===== config.mk =====
export PLATFORM = sky130hd
export DESIGN_NAME = l2_snoop_responder
export DESIGN_NICKNAME = d
export VERILOG_FILES = /design/src/rtl/l2_pkg.sv /design/src/rtl/snoop_mesi_table.sv /design/src/rtl/l2_snoop_responder.sv
export SDC_FILE = /design/constraint.sdc
export NUM_CORES = 1
export LEC_CHECK = 0
export CAP_MARGIN = 20
export CELL_PAD_IN_SITES_DETAIL_PLACEMENT = 1
export CELL_PAD_IN_SITES_GLOBAL_PLACEMENT = 2
export CORE_MARGIN = 10
export CORE_UTILIZATION = 22
export DETAILED_ROUTE_END_ITERATION = 7
export PLACE_DENSITY_LB_ADDON = 0.1
export SETUP_SLACK_MARGIN = 0.5
export SLEW_MARGIN = 20
export SYNTH_ARGS = -nofsm -noshare
export SYNTH_HDL_FRONTEND = slang
export SYNTH_SLANG_ARGS = --single-unit

===== constraint.sdc =====
create_clock -name clock -period 4 [get_ports clock]
set_input_delay 1.2 -clock clock [delete_from_list [all_inputs] [get_ports clock]]
set_output_delay 1.2 -clock clock [all_outputs]
set_load 0.1 [all_outputs]

===== src/rtl/l2_pkg.sv =====
// Shared encodings for the L2 snoop responder: MESI states, snoop ops,
// snoop results and the responder FSM states.
package l2_pkg;

    typedef enum logic [1:0] {
        MESI_I = 2'b00,
        MESI_S = 2'b01,
        MESI_E = 2'b10,
        MESI_M = 2'b11
    } mesi_e;

    typedef enum logic [1:0] {
        OP_READ       = 2'b00,
        OP_WRITE      = 2'b01,
        OP_RWIM       = 2'b10,
        OP_INVALIDATE = 2'b11
    } snoop_op_e;

    typedef enum logic [1:0] {
        RES_NOHIT = 2'b00,
        RES_HIT   = 2'b01,
        RES_HITM  = 2'b10
    } snoop_res_e;

    typedef enum logic [2:0] {
        ST_IDLE,
        ST_LOOKUP,
        ST_WRITEBACK,
        ST_UPDATE,
        ST_RESPOND
    } state_e;

endpackage


===== src/rtl/snoop_mesi_table.sv =====
// Combinational snoop policy: maps (op, current MESI) to the new MESI state,
// bus result, write-back need, state-change flag and protocol error.
module snoop_mesi_table
    import l2_pkg::*;
(
    input  snoop_op_e  i_op,
    input  mesi_e      i_mesi,
    output mesi_e      o_next_mesi,
    output snoop_res_e o_result,
    output logic       o_need_wb,
    output logic       o_change,
    output logic       o_error
);

    always_comb begin
        o_next_mesi = i_mesi;
        o_result    = RES_NOHIT;
        o_need_wb   = 1'b0;
        o_error     = 1'b0;
        unique case (i_op)
            OP_READ: begin
                unique case (i_mesi)
                    MESI_M: begin o_next_mesi = MESI_S; o_result = RES_HITM; o_need_wb = 1'b1; end
                    MESI_E: begin o_next_mesi = MESI_S; o_result = RES_HIT; end
                    MESI_S: o_result = RES_HIT;
                    default: ;
                endcase
            end
            OP_RWIM: begin
                unique case (i_mesi)
                    MESI_M: begin o_next_mesi = MESI_I; o_result = RES_HITM; o_need_wb = 1'b1; end
                    MESI_E, MESI_S: begin o_next_mesi = MESI_I; o_result = RES_HIT; end
                    default: ;
                endcase
            end
            OP_INVALIDATE: begin
                unique case (i_mesi)
                    MESI_S: begin o_next_mesi = MESI_I; o_result = RES_HIT; end
                    // Another owner invalidating our exclusive copy is incoherent
                    MESI_E, MESI_M: o_error = 1'b1;
                    default: ;
                endcase
            end
            default: o_error = (i_mesi != MESI_I);
        endcase
        o_change = (o_next_mesi != i_mesi);
    end

endmodule


===== src/rtl/l2_snoop_responder.sv =====
// L2 snoop responder: accepts bus snoops, looks up the tag store, writes back
// modified lines, updates MESI state and reports the snoop result.
// Define SNOOP_STATS_EN to add saturating result/error counters.
module l2_snoop_responder
    import l2_pkg::*;
#(
    parameter int indexBits = 14,
    parameter int tagBits   = 12,
    parameter int ways      = 8
) (
    input  logic                         clock,
    input  logic                         reset,
    input  logic                         snoop_valid,
    input  logic [1:0]                   snoop_op,
    input  logic [tagBits+indexBits-1:0] snoop_addr,
    output logic                         snoop_ready,
    output logic                         lookup_req,
    output logic [indexBits-1:0]         lookup_index,
    output logic [tagBits-1:0]           lookup_tag,
    input  logic                         lookup_ack,
    input  logic                         lookup_hit,
    input  logic [$clog2(ways)-1:0]      lookup_way,
    input  logic [1:0]                   lookup_mesi,
    output logic                         update_en,
    output logic [indexBits-1:0]         update_index,
    output logic [$clog2(ways)-1:0]      update_way,
    output logic [1:0]                   update_mesi,
    output logic                         wb_req,
    input  logic                         wb_ack,
    output logic                         result_valid,
    output logic [1:0]                   snoop_result,
`ifdef SNOOP_STATS_EN
    output logic [15:0]                  hit_count,
    output logic [15:0]                  hitm_count,
    output logic [15:0]                  nohit_count,
    output logic [15:0]                  error_count,
`endif
    output logic                         protocol_error
);

    localparam int WW = $clog2(ways);

    state_e                 r_state, w_next;
    snoop_op_e              r_op;
    logic [indexBits-1:0]   r_index;
    logic [tagBits-1:0]     r_tag;
    logic [WW-1:0]          r_way;
    mesi_e                  r_next_mesi;
    snoop_res_e             r_result;
    logic                   r_error;

    mesi_e                  w_cur_mesi;
    mesi_e                  w_next_mesi;
    snoop_res_e             w_result;
    logic                   w_need_wb;
    logic                   w_change;
    logic                   w_error;

    // The table sees the live lookup response; its verdict is latched on lookup_ack
    assign w_cur_mesi = lookup_hit ? mesi_e'(lookup_mesi) : MESI_I;

    snoop_mesi_table u_table (
        .i_op        (r_op),
        .i_mesi      (w_cur_mesi),
        .o_next_mesi (w_next_mesi),
        .o_result    (w_result),
        .o_need_wb   (w_need_wb),
        .o_change    (w_change),
        .o_error     (w_error)
    );

    always_ff @(posedge clock) begin
        if (reset) begin
            r_state     <= ST_IDLE;
            r_op        <= OP_READ;
            r_index     <= '0;
            r_tag       <= '0;
            r_way       <= '0;
            r_next_mesi <= MESI_I;
            r_result    <= RES_NOHIT;
            r_error     <= 1'b0;
        end else begin
            r_state <= w_next;
            if (r_state == ST_IDLE && snoop_valid) begin
                r_op    <= snoop_op_e'(snoop_op);
                r_tag   <= snoop_addr[tagBits+indexBits-1:indexBits];
                r_index <= snoop_addr[indexBits-1:0];
            end
            if (r_state == ST_LOOKUP && lookup_ack) begin
                r_way       <= lookup_way;
                r_next_mesi <= w_next_mesi;
                r_result    <= w_result;
                r_error     <= w_error;
            end
        end
    end

    always_comb begin
        w_next = r_state;
        unique case (r_state)
            ST_IDLE:      if (snoop_valid) w_next = ST_LOOKUP;
            ST_LOOKUP: begin
                if (lookup_ack) begin
                    if (w_need_wb)     w_next = ST_WRITEBACK;
                    else if (w_change) w_next = ST_UPDATE;
                    else               w_next = ST_RESPOND;
                end
            end
            ST_WRITEBACK: if (wb_ack) w_next = ST_UPDATE;
            ST_UPDATE:    w_next = ST_RESPOND;
            ST_RESPOND:   w_next = ST_IDLE;
            default:      w_next = ST_IDLE;
        endcase
    end

    assign snoop_ready    = (r_state == ST_IDLE);
    assign lookup_req     = (r_state == ST_LOOKUP);
    assign lookup_index   = r_index;
    assign lookup_tag     = r_tag;
    assign wb_req         = (r_state == ST_WRITEBACK);
    assign update_en      = (r_state == ST_UPDATE);
    assign update_index   = r_index;
    assign update_way     = r_way;
    assign update_mesi    = r_next_mesi;
    assign result_valid   = (r_state == ST_RESPOND);
    assign snoop_result   = result_valid ? r_result : RES_NOHIT;
    assign protocol_error = result_valid && r_error;

`ifdef SNOOP_STATS_EN
    logic [15:0] r_hit_cnt, r_hitm_cnt, r_nohit_cnt, r_err_cnt;

    always_ff @(posedge clock) begin
        if (reset) begin
            r_hit_cnt   <= '0;
            r_hitm_cnt  <= '0;
            r_nohit_cnt <= '0;
            r_err_cnt   <= '0;
        end else begin
            if (result_valid && r_result == RES_HIT && r_hit_cnt != '1)
                r_hit_cnt <= r_hit_cnt + 16'd1;
            if (result_valid && r_result == RES_HITM && r_hitm_cnt != '1)
                r_hitm_cnt <= r_hitm_cnt + 16'd1;
            if (result_valid && r_result == RES_NOHIT && r_nohit_cnt != '1)
                r_nohit_cnt <= r_nohit_cnt + 16'd1;
            if (protocol_error && r_err_cnt != '1)
                r_err_cnt <= r_err_cnt + 16'd1;
        end
    end

    assign hit_count   = r_hit_cnt;
    assign hitm_count  = r_hitm_cnt;
    assign nohit_count = r_nohit_cnt;
    assign error_count = r_err_cnt;
`endif

endmodule


# Yosys cells after proc, flatten, opt, wreduce, memory -nomap -nowiden
# Index checks and enable logic that the tools add are counted.
dict set report classes {
  eq_ne 13
  multipliers 0
  n_reduce_logical 11
  div 0
  muxes 19
  add_sub_neg 0
  n_lt_le_gt_ge 0
  n_bitwise 0
  shift 0
}
# operator n
set op_table {}
lappend op_table {{$mux 3} 5}
lappend op_table {{$pmux 3 s4} 1}
lappend op_table {{$mux 2} 5}
lappend op_table {{$eq 2x2->1 const B} 4}
lappend op_table {{$pmux 2 s2} 2}
lappend op_table {{$eq 3x2->1 const B} 2}
lappend op_table {{$pmux 2 s3} 1}
lappend op_table {{$reduce_or 2->1} 3}
lappend op_table {{$mux 1} 4}
lappend op_table {{$ne 2x1->1 const B} 2}
lappend op_table {{$eq 3x1->1 const B} 1}
lappend op_table {{$eq 3x3->1 const B} 1}
lappend op_table {{$logic_and 1x1->1} 3}
lappend op_table {{$logic_not 3->1} 1}
lappend op_table {{$reduce_and 3->1} 1}
lappend op_table {{$reduce_or 3->1} 1}
lappend op_table {{$eq 2x1->1 const B} 1}
lappend op_table {{$logic_not 2->1} 1}
lappend op_table {{$ne 2x2->1} 1}
lappend op_table {{$ne 2x2->1 const B} 1}
lappend op_table {{$pmux 1 s2} 1}
lappend op_table {{$reduce_bool 2->1} 1}
dict set report word_totals {
  latch_bits 0
  reg_bits 39
  inputBits 39
  mem_bits_rw 0
  elab_cells 51
  output_inout_bits 53
  rom_bits 0
  n_memories 0
}

# Logic depth before layout (Yosys ltp)
dict set report depth {
  depth_word 10
  depth_mapped 6
  ltp_nobuf 6
}

# By module
# From an unflattened synthesis, not the netlist that was laid out.
dict set report hier_totals {
  hier_cells 220
  area_unflattened_um2 1881.8
}
# mod instances cells_per_inst seq_area_each_um2 area_per_inst_um2
set modules_own_cells {}
lappend modules_own_cells {l2_snoop_responder 1 193 780.7 1669.1}
lappend modules_own_cells {snoop_mesi_table 1 27 0.0 212.7}

# Worst setup path before layout
# Ideal clock, no wire load.
dict set report synth_timing {
  path_kind {register -> output}
  startpoint {register r_state[0]}
  endpoint {output port protocol_error}
  path_slack_ps -972
  path_stages_with_launch 4
  required_time_ps 2800
  n_path_buf 1
  t_arrival_ps 3772
  cell_sequence {dfxtp_1 buf_4 nor3b_1 and2_1}
}
dict set report synth_between {
  elab_chain_cells 2
}
# item line
set synth_rtl {}
lappend synth_rtl {{start, declared} l2_snoop_responder.sv:43} ;# state_e r_state, w_next;
lappend synth_rtl {{start signal, assigned} l2_snoop_responder.sv:83} ;# r_state <= w_next;
lappend synth_rtl {{$eq 3x3->1} l2_snoop_responder.sv:125} ;# assign result_valid = (r_state == ST_RESPOND);
lappend synth_rtl {{net result_valid} l2_snoop_responder.sv:30} ;# output logic result_valid,
lappend synth_rtl {{$logic_and 1x1->1} l2_snoop_responder.sv:127} ;# assign protocol_error = result_valid && r_error;
lappend synth_rtl {{end, declared} l2_snoop_responder.sv:38} ;# output logic protocol_error
# The timed path passes the listed nets, and every way through them passes these cells.

# Worst setup path after layout
dict set report layout_timing {
  startpoint {register r_index[6], in the netlist lookup_index[6]}
  endpoint {output port update_index[6]}
}
# item line
set layout_lines {}
lappend layout_lines {{start, declared} l2_snoop_responder.sv:45} ;# logic [indexBits-1:0] r_index;
lappend layout_lines {{start signal, assigned} l2_snoop_responder.sv:87} ;# r_index <= snoop_addr[indexBits-1:0];
lappend layout_lines {{end, declared} l2_snoop_responder.sv:25} ;# output logic [indexBits-1:0] update_index,
# No word-level cell between the ends.

==> impl_metrics.py <==
metrics = {
    "detailed_routing": {
        "via_per_inst": 4.352,
        "drcViolationCount": 0,
        "wl_per_cell_um": 15.27,
        "vias": 1732,
        "wl_um": 6079,
        "drt_iter0_markers": 62,
        "dr.pass1.iters": 4,
        "postRouteAntennaNets": 0,
    },
    "power": {
        "p_leak_nw": 1.002,
        "power_mw": 1.276,
        "power_density_mw_per_mm2": 473.1,
        "ir_drop_mv": 0.1433,
    },
    "layout": {
        "diodes": 0,
        "finalInstanceArea_sq_mm": 0.002696,
        "nets": 336,
        "drive_above_1_share_pct": 9.122,
        "instances_no_fill": 398,
        "fillers": 941,
        "area_growth_pct": 54.26,
    },
    "yosys": {
        "ys_top_cells_by_area": "dfxtp_1 45%, nand2_1 15%, a21oi_1 11%",
        "ys_async_sr_fraction_pct": 0,
        "synth_common_cells": "72 x nand2_1, 39 x dfxtp_1, 37 x a21oi_1",
        "synth_ff_type": "dfxtp_1",
        "synth_edf_count": 0,
        "synth.most_common_cell": "nand2_1",
        "synthesis.area_sq_mm": 0.001748,
        "ys_warn_count": 0,
        "ys_types": 32,
        "synth_seq_cells": 39,
        "yosysSeqAreaShare_pct": 44.67,
        "synth_area_per_cell_sq_um": 7.838,
        "synth_top_area_cell": "dfxtp_1",
        "syn_nets": 263,
        "synth_top_area_share_pct": 44.67,
        "syn_inst": 223,
    },
    "critical_path": {
        "crit_fanout": 3,
        "path_delay_family": "buffers and inverters",
        "critPathKind": "register to output pin",
        "worstPathArrival_ns": 1.80,
        "required_ns": 2.80,
        "cp_cell_sequence": "clkdlybuf4s50_1",
        "ff2ff_path_depth": 2,
        "slowest_delay_ns": 1.15,
        "start_kind": "register",
        "cpMaxStageDelayCell": "clkdlybuf4s50_1",
        "end_kind": "output pin",
        "critPathBufInv": 1,
        "worst-path-stages": 1,
    },
    "sta": {
        "finClkSkew_ns": 0.01174,
        "tns_ns": 0,
        "max_freq_mhz": 333.3,
        "finalHoldViolations": 0,
        "slew_headroom_pct": 32.44,
        "drv_slew": 0,
        "final-setup-viol-count": 0,
        "max_slew.worst_pin.slew_ns": 1.010,
        "min_period_ns": 3.000,
        "period_share_pct": 75.00,
        "grt_setup_unrepaired": "no",
    },
    "grt": {
        "grt_max_degree": 40,
        "groute.usage.overall_pct": 9.948,
        "gr-total-overflow": 0,
        "grt_pass1_wl_um": 9287,
        "antenna_found_initial": 0,
        "grt_pass1_vias": 1794,
    },
    "placement": {
        "place_congestion": 0.7263,
        "port_buffers": 91,
        "placed_cell_area_sq_mm": 0.002609,
        "dpl.hpwl_um": 4426,
        "dp.cells": 391,
    },
    "die": {
        "io-pin-count": 92,
        "fp-row-count": 32,
        "fp.dieH_um": 109.1,
        "core_area_sq_mm": 0.007727,
        "die_x_um": 109.1,
        "die_area_sq_mm": 0.01191,
        "start_util_pct": 22.62,
    },
    "clocking": {
        "cts_tree": "yes",
        "cts_root_buffer": "clkbuf_8",
        "cts_resized": 0,
        "clock_latency_ns": 0.29,
        "clkTransAtPathRegs_ns": 0.08,
        "cts_sinks": 39,
        "post_cts_buffers": 0,
        "holdBufCountCts": 0,
        "cts_buffers": 5,
        "clock_path_buffers": 2,
        "h-tree-depth": 2,
    },
    "run": {
        "drv_cap": 0,
    },
    "worst_hold_path": {
        "hold_depth": 2,
        "hp-class": "register to register",
    },
    "outcome": {
        "outcome": "complete, no violations",
    },
}
-- cell type report --
type / count / area, sq um / area share, %
Sequential cell: 39 / 780.7 / 28.96
Multi-Input combinational cell: 151 / 778.2 / 28.86
Tap cell: 102 / 127.6 / 4.733
Clock buffer: 6 / 82.58 / 3.063
Timing Repair Buffer: 94 / 903.4 / 33.50
Inverter: 5 / 18.77 / 0.6961
Clock inverter: 1 / 5.005 / 0.1856
-- final timing paths --
kind	startpoint	endpoint	slack [ns]
max	lookup_index[6]	update_index[6]	1.0
min	r_error	r_error	0.45
max reg2reg	r_state[0]	update_mesi[0]	2.19
min reg2reg	r_error	r_error	0.45
-- sequential cells by signal, indices dropped and copies added, names as in the netlist --
register      count
update_way        3
r_state           3
r_result          2
r_op              2
lookup_index     14
r_error           1
update_mesi       2
lookup_tag       12
-- worst reg2reg max path: stages, from the launching register on --
cell and delay, ns:
dfxtp_1 0.67, nand4bb_1 0.53, o41ai_1 0.50
-- power breakdown --
group	total (mW)	internal (mW)	leakage, nW	switching, mW
Combinational	0.549	0.139	0.635	0.410
Sequential	0.451	0.420	0.319	0.0314
Clock	0.276	0.136	0.0470	0.140
Total	1.28	0.694	1.00	0.582
-- placed cells by master (no fill, tap or decap), types with 3 or more instances in the layout --
master | synthesis | final
nor2_1 | 8 | 8
a21oi_1 | 37 | 37
and2_1 | 3 | 3
clkbuf_8 | 0 | 6
inv_1 | 5 | 5
clkdlybuf4s50_1 | 0 | 79
buf_4 | 15 | 15
dfxtp_1 | 39 | 39
nand2_1 | 72 | 72
-- layer usage --
layer  global-route usage (%)  share of wire [%]
met2                    15.81                 47
met3                    5.664                 12
met1                    11.15                 41
met4                    2.825               0.77
met5                        0                  0
-- per-stage QoR --
step | setup WS, ns | utilization [%] | hold WS [ns]
after CTS | 0.9742 | 34.89 | 0.4570
after global routing | 0.9214 | 34.89 | 0.4826
after global placement | 1.110 | 33.76 | 0.4406
after floorplan | 0.5586 | - | 0.4273
after detailed placement | 1.064 | 33.76 | 0.4457
final | 1.000 | 34.89 | 0.4523
-- kinds of logic after synthesis --
family | share of synthesized area [%]
flops | 44.67
compound gates | 17.61
buf+inv | 12.03
simple gates | 24.98
fa+ha+maj | 0.7157
No activity file was read; power rests on OpenSTA's default activity.
